### config.mk
export PLATFORM = sky130hd
export DESIGN_NAME = exc_irq_ctrl
export DESIGN_NICKNAME = d
export VERILOG_FILES = /design/src/rtl/exc_pkg.sv /design/src/rtl/prio_enc.sv /design/src/rtl/exc_irq_ctrl.sv
export SDC_FILE = /design/constraint.sdc
export NUM_CORES = 1
export LEC_CHECK = 0
export ABC_AREA = 1
export BUFFER_PORTS_ARGS = -buffer_cell sky130_fd_sc_hd__buf_4
export CORE_MARGIN = 3
export CORE_UTILIZATION = 47
export DETAILED_ROUTE_END_ITERATION = 8
export HOLD_SLACK_MARGIN = 0.08
export PLACE_DENSITY = 0.73
export SYNTH_ARGS = -nofsm -noshare
export SYNTH_HDL_FRONTEND = slang
export SYNTH_SLANG_ARGS = --single-unit
### constraint.sdc
create_clock -name clk -period 1 [get_ports clk]
set_input_delay 0.05 -clock clk [delete_from_list [all_inputs] [get_ports clk]]
set_output_delay 0.05 -clock clk [all_outputs]
set_load 0.02 [all_outputs]
### src/rtl/exc_pkg.sv
// Shared definitions for the exception/interrupt controller: FSM states,
// cause codes and the channel-count bound.
package exc_pkg;

   localparam int NIRQ_MAX = 8;
   localparam int IDX_W    = $clog2(NIRQ_MAX);

   localparam logic [3:0] CAUSE_IRQ_BASE = 4'b1000;
   localparam logic [3:0] CAUSE_NESTED   = 4'b1111;

   typedef enum logic [1:0] {
      ST_IDLE  = 2'd0,
      ST_REQ   = 2'd1,
      ST_SERVE = 2'd2
   } exc_state_e;

endpackage

### src/rtl/prio_enc.sv
// Lowest-index-wins priority encoder over the eligible interrupt channels.
module prio_enc
   import exc_pkg::*;
#(
   parameter int NIRQ = 4
) (
   input  logic [NIRQ-1:0]  req_i,
   output logic             valid_o,
   output logic [IDX_W-1:0] idx_o
);

   // Scan from the top so the lowest set bit is the last one written.
   always_comb begin
      valid_o = |req_i;
      idx_o   = '0;
      for (int k = NIRQ - 1; k >= 0; k--) begin
         if (req_i[k]) begin
            idx_o = IDX_W'(k);
         end
      end
   end

endmodule

### src/rtl/exc_irq_ctrl.sv
// Exception/interrupt controller: edge-latched pending interrupts, enable mask,
// sync-exception priority and a three-state request/serve handshake.
module exc_irq_ctrl
   import exc_pkg::*;
#(
   parameter int              NIRQ     = 4,
   parameter logic [NIRQ-1:0] MASK_RST = {NIRQ{1'b1}}
) (
   input  logic            clk,
   input  logic            reset,
   input  logic [NIRQ-1:0] irq,
   output logic [NIRQ-1:0] irq_ack,
   input  logic            sync_exc,
   input  logic [3:0]      sync_code,
   input  logic            ExcAck,
   input  logic            ERet,
   input  logic            mask_we,
   input  logic [NIRQ-1:0] mask_wdata,
   output logic            Exc,
   output logic [3:0]      EStatus,
   output logic            busy
);

   logic [NIRQ-1:0]  irq_q, irq_prev_q, block_q, block_d;
   logic [NIRQ-1:0]  pend_q, pend_d, mask_q, mask_d;
   logic [NIRQ-1:0]  ack_q, ack_d, chan_onehot, rise;
   exc_state_e       state_q, state_d;
   logic [3:0]       estatus_q, estatus_d;
   logic [IDX_W-1:0] chan_q, chan_d, elig_idx;
   logic             sync_q, sync_d, exc_q, exc_d, elig_valid;

   prio_enc #(.NIRQ(NIRQ)) u_prio (
      .req_i   (pend_q & mask_q),
      .valid_o (elig_valid),
      .idx_o   (elig_idx)
   );

   // Lines high through reset stay blocked until they are seen low once.
   assign rise    = irq_q & ~irq_prev_q & ~block_q;
   assign block_d = block_q & irq;
   assign mask_d  = mask_we ? mask_wdata : mask_q;
   assign pend_d  = (pend_q & ~ack_d) | rise;

   always_comb begin
      chan_onehot = '0;
      for (int k = 0; k < NIRQ; k++) begin
         chan_onehot[k] = (chan_q == IDX_W'(k));
      end
   end

   // A sync exception in SERVE wins over a simultaneous ERet (nested fault).
   always_comb begin
      state_d   = state_q;
      estatus_d = estatus_q;
      chan_d    = chan_q;
      sync_d    = sync_q;
      ack_d     = '0;
      case (state_q)
         ST_IDLE: begin
            estatus_d = 4'b0000;
            if (sync_exc) begin
               state_d   = ST_REQ;
               estatus_d = sync_code;
               sync_d    = 1'b1;
            end else if (elig_valid) begin
               state_d   = ST_REQ;
               estatus_d = CAUSE_IRQ_BASE | {1'b0, elig_idx};
               chan_d    = elig_idx;
               sync_d    = 1'b0;
            end
         end
         ST_REQ: begin
            if (ExcAck) begin
               state_d = ST_SERVE;
               if (!sync_q) begin
                  ack_d = chan_onehot;
               end
            end
         end
         ST_SERVE: begin
            if (sync_exc) begin
               state_d   = ST_REQ;
               estatus_d = CAUSE_NESTED;
               sync_d    = 1'b1;
            end else if (ERet) begin
               state_d   = ST_IDLE;
               estatus_d = 4'b0000;
            end
         end
         default: begin
            state_d   = ST_IDLE;
            estatus_d = 4'b0000;
         end
      endcase
   end

   assign exc_d = (state_d == ST_REQ);

   always_ff @(posedge clk) begin
      if (!reset) begin
         irq_q      <= '0;
         irq_prev_q <= '0;
         block_q    <= '1;
         pend_q     <= '0;
         mask_q     <= MASK_RST;
         ack_q      <= '0;
         state_q    <= ST_IDLE;
         estatus_q  <= 4'b0000;
         chan_q     <= '0;
         sync_q     <= 1'b0;
         exc_q      <= 1'b0;
      end else begin
         irq_q      <= irq;
         irq_prev_q <= irq_q;
         block_q    <= block_d;
         pend_q     <= pend_d;
         mask_q     <= mask_d;
         ack_q      <= ack_d;
         state_q    <= state_d;
         estatus_q  <= estatus_d;
         chan_q     <= chan_d;
         sync_q     <= sync_d;
         exc_q      <= exc_d;
      end
   end

   assign irq_ack = ack_q;
   assign Exc     = exc_q;
   assign EStatus = estatus_q;
   assign busy    = (state_q != ST_IDLE);

endmodule

# Word-level counts from Yosys, hierarchy flattened
# Cells that the tools add are included.
[word_totals]
wordCells = 61
regBits = 35
output_inout_bits = 10
[classes]
n_reduce_logical = 8
n_bitwise = 11
n_mux = 22
eq_ne = 9
[op_table]
columns = ["cell", "count"]
rows = [
  ["$mux 4", 7],
  ["$and 4x4->4", 5],
  ["$mux 2", 9],
  ["$not 4->4", 3],
  ["$pmux 4 s3", 1],
  ["$eq 3x2->1 const B", 2],
  ["$ne 3x3->1 const B", 2],
  ["$pmux 2 s3", 1],
  ["$reduce_and 3->1", 2],
  ["$eq 2x1->1 const B", 2],
  ["$or 4x4->4", 1],
  ["$reduce_bool 2->1", 2],
  ["$reduce_or 4->1", 1],
  ["$eq 3x1->1 const B", 1],
  ["$logic_not 3->1", 1],
  ["$mux 1", 3],
  ["$eq 2x2->1 const B", 1],
  ["$logic_not 2->1", 1],
  ["$ne 2x2->1 const B", 1],
  ["$not 1->1", 2],
  ["$pmux 1 s2", 1],
  ["$reduce_and 2->1", 1],
]

# Depth between registers and ports, before layout
[logic_depth]
ltp_word = 8
mapped_depth = 8
ltp_nobuf = 8

# Hierarchy
# A second synthesis with hierarchy kept.
[unflattened]
cells_unflattened = 188
hier_area_um2 = 1380.1
[by_module_without_submodules]
columns = ["mod", "instances", "area_each_um2", "seq_area_each_um2", "cells_each"]
rows = [
  ["exc_irq_ctrl", 1, 1322.5, 700.7, 177],
  ["prio_enc", 1, 57.6, 0.0, 11],
]

# Least setup slack after synthesis
# No wires, ideal clock.
[synth_path]
path_type = "register to register"
start = "register state_q[0]"
end = "register chan_q[0]"
path_stages_with_launch = 7
t_arrival_ns = 0.899
path_slack_ns = -0.014
path_buffers = 0
path_cell_list = "dfxtp_1 > nor2_4 > inv_2 > nor2_4 > nand3_1 > nand2_1 > a21oi_2"
[synth_between]
elab_chain_cells = 2
[synth_lines]
columns = ["item", "line", "text"]
rows = [
  ["start, declared", "exc_irq_ctrl.sv:27", "exc_state_e state_q, state_d;"],
  ["start signal, assigned", "exc_irq_ctrl.sv:119", "state_q <= state_d;"],
  ["$logic_not 2->1", "exc_irq_ctrl.sv:58", "case (state_q)"],
  ["$reduce_and 3->1 (no source line)", "n/a", ""],
  ["end signal, assigned", "exc_irq_ctrl.sv:121", "chan_q <= chan_d;"],
  ["end, declared", "exc_irq_ctrl.sv:29", "logic [IDX_W-1:0] chan_q, chan_d, elig_idx;"],
]
# Every way passes these cells.
# A chain may end at the register's enable or synchronous reset.

# Worst setup path after layout
[layout_path]
start = "register state_q[1]"
end = "output busy"
[layout_between]
elab_chain_cells = 1
[layout_lines]
columns = ["item", "line", "text"]
rows = [
  ["$reduce_bool 2->1", "exc_irq_ctrl.sv:130", "assign busy = (state_q != ST_IDLE);"],
  ["end, declared", "exc_irq_ctrl.sv:21", "output logic busy"],
]
# Every way passes these cells.

==> summary.txt <==
Routing
  – Final WL: about 3300 µm
  – Wirelength per Cell: roughly 13 µm
  – Via/cell ratio: approximately 5.0
  – Antenna Nets Post-Route: 0
  – DRC errors left: 0
  – DR iter-0 viols: 74
  – Via count of the routed design: 1279
  – Drt pass-1 iters: 4

Timing
  – Tmin final: around 1200 ps
  – Worst-margin pin slew: 287 ps
  – Slew HR: 0.809
  – # setup viols final: 19
  – Fin crit share: 1.19
  – Max Slew Vio Count: 0
  – RSZ-0062 raised after global routing: yes
  – Setup Skew: just under 6 ps
  – Final WS setup: -193 ps
  – Final Hold Viols: 0
  – Worst hold slack: 102 ps
  – Fmax: 0.839 GHz

Worst setup path
  – Maximum fanout along the worst path: 3
  – CP Launch Type: register
  – Req. time, crit path: ~950 ps
  – WP data arrival: between 1000 and 1500 ps
  – Setup CP Type: register to output pin
  – Crit end category: output pin

Synthesis
  – Seq/Total Area, Yosys: 0.532
  – Post-synth top flop: dfxtp_1
  – Synth area leader: dfxtp_1
  – YS warnings: 0
  – Top post-synthesis cells by area: dfxtp_1 53%, nand2_1 16%, inv_1 5.6%
  – Post-Syn Area: approximately 1300 µm²
  – Synth cell types: 20
  – Flops & latches, synth: 34
  – Syn_nets: 180
  – Dominant cell by count in the synthesized netlist: nand2_1
  – Top cell types by occurrence after synthesis: 53 x nand2_1, 34 x dfxtp_1, 19 x inv_1
  – Post-synth EDFFs: 0
  – Mapped Avg Cell Area: between 7 and 8 µm²
  – Synth top area share: 0.532
  – Cells after synthesis: around 160
  – Synth async-reset ratio: 0

Global route
  – Number of global-route vias before repair: between 1k and 1.5k
  – Largest net degree at the start of global routing: 20
  – Overflow after GRT: 0
  – First-pass GRT wire length: 5220 µm
  – Initial antenna violation count: 0
  – Total Routing Usage GR: 0.206

Final layout
  – Layout cells sized above 1: 0.391
  – Multi-input gate area: between 500 and 600 µm²
  – Filler Cell Count: roughly 170
  – Final Instance Area: just under 2000 µm²
  – Final nets: around 240
  – Register area: ~690 µm²
  – N_diodes: 0
  – Area grow syn2layout: 54.0%

Die
  – Core Area: about 2500 µm²
  – Top Ports: 28
  – Die X: ~58 µm
  – Initial Utilization: 0.507
  – Die area: between 3000 and 4000 µm²
  – Row count: 18
  – Die Ht: roughly 58 µm

Clocking
  – H-Tree Level Count: 2
  – Clock Latency Late Sink: about 340 ps
  – CTS root buf: clkbuf_4
  – Clock Tree Buf Depth: 2
  – TritonCTS Buffers: 5
  – # clock sinks: 34
  – Clock transition at path regs: 100 ps
  – CTS tree: yes

Run status
  – Failing checks: negative setup slack
  – Status: finished with violations

Pwr
  – Max VDD drop: 1.39 mV
  – Leakage power: 0.000939 µW
  – Power density cells: around 1500 nW/µm²

Worst hold path
  – Worst min-delay path category: input port to register

Run
  – Max Cap Viol: 0

Place
  – Gp weighted congestion: 0.818
  – Dpl cell area: about 1600 µm²
  – PortBufs: 27
  – Post-DP HPWL: around 2000 µm
[cell families after synthesis]
| group | after synthesis | synth area share |
|---|---|---|
| buffers and inverters | 24 | 0.0743 |
| AOI/OAI and AO/OA | 18 | 0.0811 |
| and+or+nand+nor | 86 | 0.313 |
| DFF | 34 | 0.532 |
[worst max-delay path: stages, from the launching register on]
cell and delay, ps:
dfxtp_4 380, nor2_4 130, inv_2 60, buf_6 110, buf_6 120
[sequential cells by signal, indices dropped and copies added (netlist names)]
name and count:
irq_prev_q 4, irq_q 4, Exc 1, sync_q 1, chan_q 2, block_q 4, pend_q 4, state_q 2
mask_q 4, EStatus 4, irq_ack 4
[area by class of cell]
| cell class | count | area share |
|---|---|---|
| clock buffer | 6 | 0.0260 |
| clock inverter | 2 | 0.00635 |
| timing repair buffer | 58 | 0.260 |
| multi-input combinational | 104 | 0.297 |
| inverter | 21 | 0.0413 |
| sequential | 34 | 0.351 |
| tap | 30 | 0.0190 |
[cell usage in the layout, fill, tap and decap left out, types with 3 or more instances in the layout]
cell,instances
a21oi_1,6
a21oi_2,5
buf_4,35
buf_6,7
clkbuf_4,5
dfxtp_1,29
dfxtp_2,3
dlygate4sd3_1,15
inv_1,19
nand2_1,44
nand2_2,9
nand2_4,3
nand3_1,8
nand4_1,4
nor2_1,6
nor2_4,4
o21ai_0,3
or3b_2,4
[power breakdown]
| group | total, µW | internal [µW] | switching [µW] |
|---|---|---|---|
| Combinational | 636 | 319 | 317 |
| Sequential | 1490 | 1440 | 50.9 |
| Clock | 807 | 338 | 469 |
| Total | 2930 | 2100 | 837 |
[per-layer routing]
| layer | share of wire | wire length [µm] | GRT usage | up-vias |
|---|---|---|---|---|
| met4 | 0.017 | 58 | 0.0927 | 0 |
| met2 | 0.53 | 1790 | 0.358 | 42 |
| li1 | - | - | - | 635 |
| met5 | 0 | 0 | 0 | - |
| met3 | 0.058 | 195 | 0.0668 | 6 |
| met1 | 0.39 | 1310 | 0.228 | 596 |
[per-stage QoR]
stage	power, µW	util	TNS (ps)	setup slack (ps)	cells
CTS	2860	0.736	-869	-149	251
global route	3070	0.781	-2640	-235	255
floorplan	1770	-	0	5.03	162
finish	2930	0.781	-1570	-193	255
global placement	1950	0.628	-456	-104	225
detailed placement	1970	0.628	-814	-142	225
[worst paths after layout]
path                              start                  endpoint  slack [ps]  depth (start not counted)
hold reg to reg     irq_q[3]$_SDFF_PN0_  irq_prev_q[3]$_SDFF_PN0_         430                          2
setup / recovery  state_q[1]$_SDFF_PN0_                      busy        -190                          4
hold / removal             sync_code[1]   EStatus[1]$_SDFFE_PN0P_         100                          5
setup reg to reg  state_q[0]$_SDFF_PN0_     irq_ack[1]$_SDFF_PN0_        -150                          6
[what timing repair did]
| action | CTS | global route |
|---|---|---|
| pin swaps | 7 | 11 |
| gates resized for setup | 14 | 23 |
| setup buffers | 3 | 4 |
| hold endpoints to repair | 18 | 0 |
| endpoints found under the setup margin | 18 | 19 |
| hold buffers | 15 | 0 |
No activity file was read; power rests on OpenSTA's default activity.
